## src/rtl/decode_stage_if.sv

```systemverilog
// Upstream/downstream handshake and decoded-field bus of the decode stage.
interface decode_stage_if #(
  parameter int unsigned XLEN = 32
);
  logic            in_valid;
  logic            in_ready;
  logic [31:0]     in_instr;
  logic [XLEN-1:0] in_pc;
  logic            out_valid;
  logic            out_ready;
  logic [XLEN-1:0] out_pc;
  logic [6:0]      out_op;
  logic [4:0]      out_rd;
  logic [4:0]      out_rs1;
  logic [4:0]      out_rs2;
  logic [2:0]      out_funct3;
  logic [6:0]      out_funct7;
  logic [XLEN-1:0] out_imm_i;
  logic [XLEN-1:0] out_imm_s;
  logic [XLEN-1:0] out_imm_b;
  logic [XLEN-1:0] out_imm_j;
  logic [XLEN-1:0] out_imm_u;
  logic            out_illegal;

  // Environment side: supplies instructions and downstream back-pressure.
  modport master (
    output in_valid, in_instr, in_pc, out_ready,
    input  in_ready, out_valid, out_pc, out_op, out_rd, out_rs1, out_rs2,
    input  out_funct3, out_funct7, out_imm_i, out_imm_s, out_imm_b,
    input  out_imm_j, out_imm_u, out_illegal
  );

  // Decode-stage side.
  modport slave (
    input  in_valid, in_instr, in_pc, out_ready,
    output in_ready, out_valid, out_pc, out_op, out_rd, out_rs1, out_rs2,
    output out_funct3, out_funct7, out_imm_i, out_imm_s, out_imm_b,
    output out_imm_j, out_imm_u, out_illegal
  );
endinterface

```

## src/rtl/decode_stage.sv

```systemverilog
// RV32/64 base-ISA decode stage: field extraction, immediate generation,
// illegal-opcode flagging and a saturating illegal counter.
// Define DECODE_STAGE_SKID_EN for a 2-entry skid buffer with in_ready driven
// from state only; otherwise a single output register with pass-through ready.
module decode_stage #(
  parameter int unsigned XLEN          = 32,
  parameter int unsigned ILLEGAL_CNT_W = 16
) (
  input  logic                     clk,
  input  logic                     rst_n,
  input  logic                     flush,
  decode_stage_if.slave            bus,
  output logic [ILLEGAL_CNT_W-1:0] illegal_cnt
);

  localparam logic [6:0] OP_LUI    = 7'b0110111;
  localparam logic [6:0] OP_AUIPC  = 7'b0010111;
  localparam logic [6:0] OP_JAL    = 7'b1101111;
  localparam logic [6:0] OP_JALR   = 7'b1100111;
  localparam logic [6:0] OP_BRANCH = 7'b1100011;
  localparam logic [6:0] OP_LOAD   = 7'b0000011;
  localparam logic [6:0] OP_STORE  = 7'b0100011;
  localparam logic [6:0] OP_IMM    = 7'b0010011;
  localparam logic [6:0] OP_OP     = 7'b0110011;
  localparam logic [6:0] OP_FENCE  = 7'b0001111;
  localparam logic [6:0] OP_SYSTEM = 7'b1110011;

  typedef struct packed {
    logic [XLEN-1:0] pc;
    logic [6:0]      op;
    logic [4:0]      rd;
    logic [4:0]      rs1;
    logic [4:0]      rs2;
    logic [2:0]      funct3;
    logic [6:0]      funct7;
    logic [XLEN-1:0] imm_i;
    logic [XLEN-1:0] imm_s;
    logic [XLEN-1:0] imm_b;
    logic [XLEN-1:0] imm_j;
    logic [XLEN-1:0] imm_u;
    logic            illegal;
  } dec_t;

  dec_t       dec_c;
  dec_t       out_q;
  dec_t       out_d;
  logic       out_valid_q;
  logic       out_valid_d;
  logic       opc_known;
  logic       in_fire;
  logic       out_fire;
  logic [31:0] ins;

  assign ins = bus.in_instr;

  // Combinational decode of the incoming word; illegal words still decode fully.
  always_comb begin
    dec_c        = '0;
    opc_known    = 1'b0;
    dec_c.pc     = bus.in_pc;
    dec_c.op     = ins[6:0];
    dec_c.rd     = ins[11:7];
    dec_c.funct3 = ins[14:12];
    dec_c.rs1    = ins[19:15];
    dec_c.rs2    = ins[24:20];
    dec_c.funct7 = ins[31:25];
    dec_c.imm_i  = XLEN'($signed(ins[31:20]));
    dec_c.imm_s  = XLEN'($signed({ins[31:25], ins[11:7]}));
    dec_c.imm_b  = XLEN'($signed({ins[31], ins[7], ins[30:25], ins[11:8], 1'b0}));
    dec_c.imm_j  = XLEN'($signed({ins[31], ins[19:12], ins[20], ins[30:21], 1'b0}));
    dec_c.imm_u  = XLEN'($signed({ins[31:12], 12'b0}));
    case (ins[6:0])
      OP_LUI, OP_AUIPC, OP_JAL, OP_JALR, OP_BRANCH, OP_LOAD,
      OP_STORE, OP_IMM, OP_OP, OP_FENCE, OP_SYSTEM: opc_known = 1'b1;
      default:                                      opc_known = 1'b0;
    endcase
    dec_c.illegal = !(opc_known && (ins[1:0] == 2'b11));
  end

  assign out_fire = out_valid_q & bus.out_ready;
  assign in_fire  = bus.in_valid & bus.in_ready;

`ifdef DECODE_STAGE_SKID_EN
  dec_t skid_q;
  dec_t skid_d;
  logic skid_valid_q;
  logic skid_valid_d;

  // Ready depends only on skid occupancy, flush and reset, never on out_ready.
  assign bus.in_ready = rst_n & ~flush & ~skid_valid_q;

  // Output slot refills from the skid first; a stalled output parks input in the skid.
  always_comb begin
    out_d        = out_q;
    out_valid_d  = out_valid_q;
    skid_d       = skid_q;
    skid_valid_d = skid_valid_q;
    if (flush) begin
      out_valid_d  = 1'b0;
      skid_valid_d = 1'b0;
    end else if (!out_valid_q || out_fire) begin
      if (skid_valid_q) begin
        out_d        = skid_q;
        out_valid_d  = 1'b1;
        skid_valid_d = 1'b0;
      end else if (in_fire) begin
        out_d       = dec_c;
        out_valid_d = 1'b1;
      end else begin
        out_valid_d = 1'b0;
      end
    end else if (in_fire) begin
      skid_d       = dec_c;
      skid_valid_d = 1'b1;
    end
  end

  // Skid entry storage.
  always_ff @(posedge clk or negedge rst_n) begin
    if (!rst_n) begin
      skid_q       <= '0;
      skid_valid_q <= 1'b0;
    end else begin
      skid_q       <= skid_d;
      skid_valid_q <= skid_valid_d;
    end
  end
`else
  // Accept whenever the output register is empty or draining this cycle.
  assign bus.in_ready = rst_n & ~flush & (~out_valid_q | bus.out_ready);

  // Single output register: load on input transfer, empty on output transfer.
  always_comb begin
    out_d       = out_q;
    out_valid_d = out_valid_q;
    if (flush) begin
      out_valid_d = 1'b0;
    end else if (in_fire) begin
      out_d       = dec_c;
      out_valid_d = 1'b1;
    end else if (out_fire) begin
      out_valid_d = 1'b0;
    end
  end
`endif

  // Output register.
  always_ff @(posedge clk or negedge rst_n) begin
    if (!rst_n) begin
      out_q       <= '0;
      out_valid_q <= 1'b0;
    end else begin
      out_q       <= out_d;
      out_valid_q <= out_valid_d;
    end
  end

  // Count illegal words accepted downstream, saturating at all-ones.
  always_ff @(posedge clk or negedge rst_n) begin
    if (!rst_n) begin
      illegal_cnt <= '0;
    end else if (out_fire && out_q.illegal && (illegal_cnt != '1)) begin
      illegal_cnt <= illegal_cnt + ILLEGAL_CNT_W'(1);
    end
  end

  assign bus.out_valid   = out_valid_q;
  assign bus.out_pc      = out_q.pc;
  assign bus.out_op      = out_q.op;
  assign bus.out_rd      = out_q.rd;
  assign bus.out_rs1     = out_q.rs1;
  assign bus.out_rs2     = out_q.rs2;
  assign bus.out_funct3  = out_q.funct3;
  assign bus.out_funct7  = out_q.funct7;
  assign bus.out_imm_i   = out_q.imm_i;
  assign bus.out_imm_s   = out_q.imm_s;
  assign bus.out_imm_b   = out_q.imm_b;
  assign bus.out_imm_j   = out_q.imm_j;
  assign bus.out_imm_u   = out_q.imm_u;
  assign bus.out_illegal = out_q.illegal;

endmodule

```

## src/flat_wrapper.sv

```systemverilog
// flat-port wrapper written by rule: the top's interface ports become plain ports
module decode_stage_flat 
#(
  parameter int unsigned XLEN          = 32,
  parameter int unsigned ILLEGAL_CNT_W = 16
)
  (clk, rst_n, flush, illegal_cnt, bus_in_valid, bus_in_instr, bus_in_pc, bus_out_ready, bus_in_ready, bus_out_valid, bus_out_pc, bus_out_op, bus_out_rd, bus_out_rs1, bus_out_rs2, bus_out_funct3, bus_out_funct7, bus_out_imm_i, bus_out_imm_s, bus_out_imm_b, bus_out_imm_j, bus_out_imm_u, bus_out_illegal);
  decode_stage_if #(.XLEN(XLEN)) bus_i ();
  input  logic clk;
  input  logic rst_n;
  input  logic flush;
  output logic [ILLEGAL_CNT_W-1:0] illegal_cnt;
  input wire logic [$bits(bus_i.in_valid)-1:0] bus_in_valid;
  input wire logic [$bits(bus_i.in_instr)-1:0] bus_in_instr;
  input wire logic [$bits(bus_i.in_pc)-1:0] bus_in_pc;
  input wire logic [$bits(bus_i.out_ready)-1:0] bus_out_ready;
  output wire logic [$bits(bus_i.in_ready)-1:0] bus_in_ready;
  output wire logic [$bits(bus_i.out_valid)-1:0] bus_out_valid;
  output wire logic [$bits(bus_i.out_pc)-1:0] bus_out_pc;
  output wire logic [$bits(bus_i.out_op)-1:0] bus_out_op;
  output wire logic [$bits(bus_i.out_rd)-1:0] bus_out_rd;
  output wire logic [$bits(bus_i.out_rs1)-1:0] bus_out_rs1;
  output wire logic [$bits(bus_i.out_rs2)-1:0] bus_out_rs2;
  output wire logic [$bits(bus_i.out_funct3)-1:0] bus_out_funct3;
  output wire logic [$bits(bus_i.out_funct7)-1:0] bus_out_funct7;
  output wire logic [$bits(bus_i.out_imm_i)-1:0] bus_out_imm_i;
  output wire logic [$bits(bus_i.out_imm_s)-1:0] bus_out_imm_s;
  output wire logic [$bits(bus_i.out_imm_b)-1:0] bus_out_imm_b;
  output wire logic [$bits(bus_i.out_imm_j)-1:0] bus_out_imm_j;
  output wire logic [$bits(bus_i.out_imm_u)-1:0] bus_out_imm_u;
  output wire logic [$bits(bus_i.out_illegal)-1:0] bus_out_illegal;
  assign bus_i.in_valid = bus_in_valid;
  assign bus_i.in_instr = bus_in_instr;
  assign bus_i.in_pc = bus_in_pc;
  assign bus_i.out_ready = bus_out_ready;
  assign bus_in_ready = bus_i.in_ready;
  assign bus_out_valid = bus_i.out_valid;
  assign bus_out_pc = bus_i.out_pc;
  assign bus_out_op = bus_i.out_op;
  assign bus_out_rd = bus_i.out_rd;
  assign bus_out_rs1 = bus_i.out_rs1;
  assign bus_out_rs2 = bus_i.out_rs2;
  assign bus_out_funct3 = bus_i.out_funct3;
  assign bus_out_funct7 = bus_i.out_funct7;
  assign bus_out_imm_i = bus_i.out_imm_i;
  assign bus_out_imm_s = bus_i.out_imm_s;
  assign bus_out_imm_b = bus_i.out_imm_b;
  assign bus_out_imm_j = bus_i.out_imm_j;
  assign bus_out_imm_u = bus_i.out_imm_u;
  assign bus_out_illegal = bus_i.out_illegal;
  decode_stage #(.XLEN(XLEN), .ILLEGAL_CNT_W(ILLEGAL_CNT_W)) u_core (.clk(clk), .rst_n(rst_n), .flush(flush), .bus(bus_i), .illegal_cnt(illegal_cnt));
endmodule
```

## config.mk

```make
export PLATFORM = sky130hd
export DESIGN_NAME = decode_stage_flat
export DESIGN_NICKNAME = d
export VERILOG_FILES = /design/src/rtl/decode_stage_if.sv /design/src/rtl/decode_stage.sv /design/src/flat_wrapper.sv
export SDC_FILE = /design/constraint.sdc
export NUM_CORES = 1
export LEC_CHECK = 0
export ABC_AREA = 1
export CAP_MARGIN = 20
export CORE_ASPECT_RATIO = 0.8
export CORE_MARGIN = 2
export CORE_UTILIZATION = 37
export DETAILED_ROUTE_END_ITERATION = 10
export PLACE_DENSITY = 0.89
export SLEW_MARGIN = 40
export SYNTH_ARGS = -nofsm -noshare
export SYNTH_HDL_FRONTEND = slang
export SYNTH_SLANG_ARGS = --single-unit
```

## constraint.sdc

```tcl
create_clock -name clk -period 2.9 [get_ports clk]
set_input_delay 0.725 -clock clk [delete_from_list [all_inputs] [get_ports clk]]
set_output_delay 0.725 -clock clk [all_outputs]
set_load 0.01 [all_outputs]
```

==> summary.txt, run 1 <==
Sw Ratio -> 30.6%
worst-margin pin slew -> 0.706 ns
clock transition at the registers of the reported paths -> 0.06 ns
status -> finished, final reports clean
Setup Buffers After CTS -> 0
element type at the critical path start -> primary input
Tmin final -> 2.78 ns
total CTS buffers -> 9
CTS tree -> built
Setup Viol. Count Final -> 0
DIE AREA -> 13800 um2
period utilisation layout -> 95.8%
largest net degree at the start of global routing -> 78
layout cells sized above 1 -> 5.31%
FILL cells -> 1150
fin cells -> 928
Hold Path Class -> primary input to async pin
WP data required -> 2.17 ns
clock root cell -> clkbuf_16
final wirelength -> 12400 um
vias in the first global route -> 3534
Max clock buf depth -> 2
Post-DP Area -> 6770 um2
standard-cell rows -> 37
Final GP Congestion -> 0.845
Setup CP Type -> primary input to primary output
htree depth -> 3
Final Cell Area -> 7100 um2
Total Power -> 4.58 mW
drt pass-1 iters -> 4
post-synthesis register bit count -> 82
Pleak -> 3.28 nW
Fin Setup TNS -> 0 ns
drt wl/cell -> 13.3 um
CTS sink count -> 82
chip height -> 105 um
syn_area_per_cell -> 8.00 um2
sequential fraction of the synthesis area -> 43.2%
Diodes inserted -> 0
leading cell type in the layout, fill and taps excluded -> clkdlybuf4s50_1
Clk pwr share -> 27.0%
Area Overhead vs Synth -> 49.3%
CORE AREA -> 12700 um2
internal power -> 3.18 mW
via count -> 3936
Slew Viols, Final -> 0
remaining global-route overflow -> 0
port bufs -> 297
Worst Skew -> 0.00707 ns
CP startpoint -> bus_out_ready
Initial DRC Count -> 119
most frequent cells in the layout -> 296 x clkdlybuf4s50_1, 261 x nand2_1, 81 x dfrtp_1, 15 x inv_1
DRC violations left -> 0
Pwr per Cell Area -> 645 nW/um2
Max Cap Viol -> 0
cts hold-fix bufs -> 0
first-pass GRT wire length -> 18700 um
routed vias/inst -> 4.24
Initial Util -> 37.5%
worst hold margin -> 0.433 ns
Total GRT Usage -> 17.3%
Top Ports -> 312
DP HPWL -> 9570 um
Worst R2R Start -> u_core.illegal_cnt[0]$_DFFE_PN0P_
unique cell type count in the Yosys netlist -> 26
initial antenna violation count -> 0
crit end category -> primary output
post-cts sizing count -> 0
DP Cell Count -> 912
RSZ-0062 raised after global routing -> false
die width -> 131 um
sequential power share -> 33.1%
Final Hold Viols -> 0
Net count, final -> 818
Worst slew margin -> 52.9%
maximum fanout along the worst path -> 3
NetSw -> 1.40 mW
Comb pwr share -> 39.9%
Worst Path Arrival -> 2.05 ns
Mapped Cells -> 594
Worst-Skew Late Latency -> 0.33 ns
maximum clock frequency -> 0.360 GHz
peak supply drop -> 0.000380 V
yosys warns -> 0
post-route ant nets -> 0
Syn Std Cell Area -> 4750 um2
-- cell families after synthesis --
kind of cell | after synthesis | share of synthesized area (%)
xor+xnor | 8 | 1.47
compound gates | 12 | 1.45
flops | 82 | 43.2
simple gates | 298 | 25.2
buf+inv | 192 | 28.4
other cells | 1 | 0.0789
fa+ha+maj | 1 | 0.263
-- registers in the layout (all words and copies together), names as in the netlist --
name	count
u_core.bus.out_illegal	1
u_core.bus.out_op	7
u_core.bus.out_rs1	4
u_core.illegal_cnt	16
u_core.bus.out_valid	1
u_core.bus.out_pc	32
u_core.bus.out_funct3	2
u_core.bus.out_imm_s	12
u_core.bus.out_imm_j	2
u_core.bus.out_imm_i	5
-- worst max-delay path: stages --
cell	delay, ns
clkdlybuf4s50_1	0.50
o21ai_1	0.09
nor2_2	0.16
clkdlybuf4s50_1	0.57
-- routing by layer --
layer	wire, um	global-route usage, %	vias to the layer above
met5	0	0	-
met4	108	4.18	0
met3	1050	5.48	9
met2	6140	29.4	160
met1	5050	21.3	1831
li1	-	-	1936
-- per-stage QoR --
stage	util, %	setup WS (ns)
finish	55.9	0.122
global route	55.9	0.0526
CTS	55.9	0.0572
detailed placement	53.3	0.0631
global placement	53.3	0.0745
floorplan	-	0.387
-- power groups by stage --
stage	Sequential (mW)	Clock, mW	Combinational [mW]
final	1.52	1.23	1.83
after global routing	1.55	1.32	1.96
after CTS	1.52	1.27	1.85
after detailed placement	1.54	0	1.85
after global placement	1.53	0	1.81
after floorplan	1.63	0	0.973
-- synth_stat cells --
library cell    n  area share, %
ha_1            1           0.26
nand2_2         3           0.39
clkbuf_1        4           0.32
o21ai_0         7           0.74
buf_4         161             25
buf_2           8           0.84
xnor2_1         4           0.74
o31ai_1         1           0.16
xor2_1          4           0.74
nand3_2         2           0.42
buf_6           2           0.47
inv_2           2           0.16
inv_1          15            1.2
nand3_1         7           0.74
a21oi_1         1           0.11
nor3_2          1           0.21
nor2_1         15            1.2
nand2_4         2           0.47
o211ai_1        1           0.16
nor2_4          2           0.47
o21ai_2         1           0.18
dfrtp_1        82             43
nand4_1         5           0.66
conb_1          1          0.079
o21ai_1         1           0.11
nand2_1       261             21
-- final cells by class --
class                           count  area [um2]  area share [%]
Clock inverter                      7         101            1.43
Tap cell                          175         219            3.09
Clock buffer                        9         225            3.17
Inverter                           17        63.8           0.899
Multi-Input combinational cell    333        1400            19.8
Timing Repair Buffer              305        3030            42.7
Sequential cell                    82        2050            28.9
-- final timing paths --
check                                                           to  depth (start not counted)  slack (ns)
min in group clk                  u_core.bus.out_pc[1]$_DFFE_PN0P_                          2        0.48
worst min-delay path             u_core.bus.out_pc[21]$_DFFE_PN0P_                          2        0.43
worst max register to register  u_core.illegal_cnt[15]$_DFFE_PN0P_                          8        1.30
max in group asynchronous        u_core.bus.out_pc[22]$_DFFE_PN0P_                          3        1.44
worst max-delay path                                  bus_in_ready                          4        0.12
worst min register to register    u_core.bus.out_pc[1]$_DFFE_PN0P_                          2        0.48
(Power assumes the default switching activity.)
==> run 2, diff against run 1 <==
--- a/config.mk
+++ b/config.mk
@@ -10,6 +10,7 @@
 export CORE_ASPECT_RATIO = 0.8
 export CORE_MARGIN = 2
 export CORE_UTILIZATION = 37
+export CTS_CLUSTER_SIZE = 25
 export DETAILED_ROUTE_END_ITERATION = 10
 export PLACE_DENSITY = 0.89
 export SLEW_MARGIN = 40
==> results of run 2 <==
Final layout, timing and power as in run 1 (identical DEF).
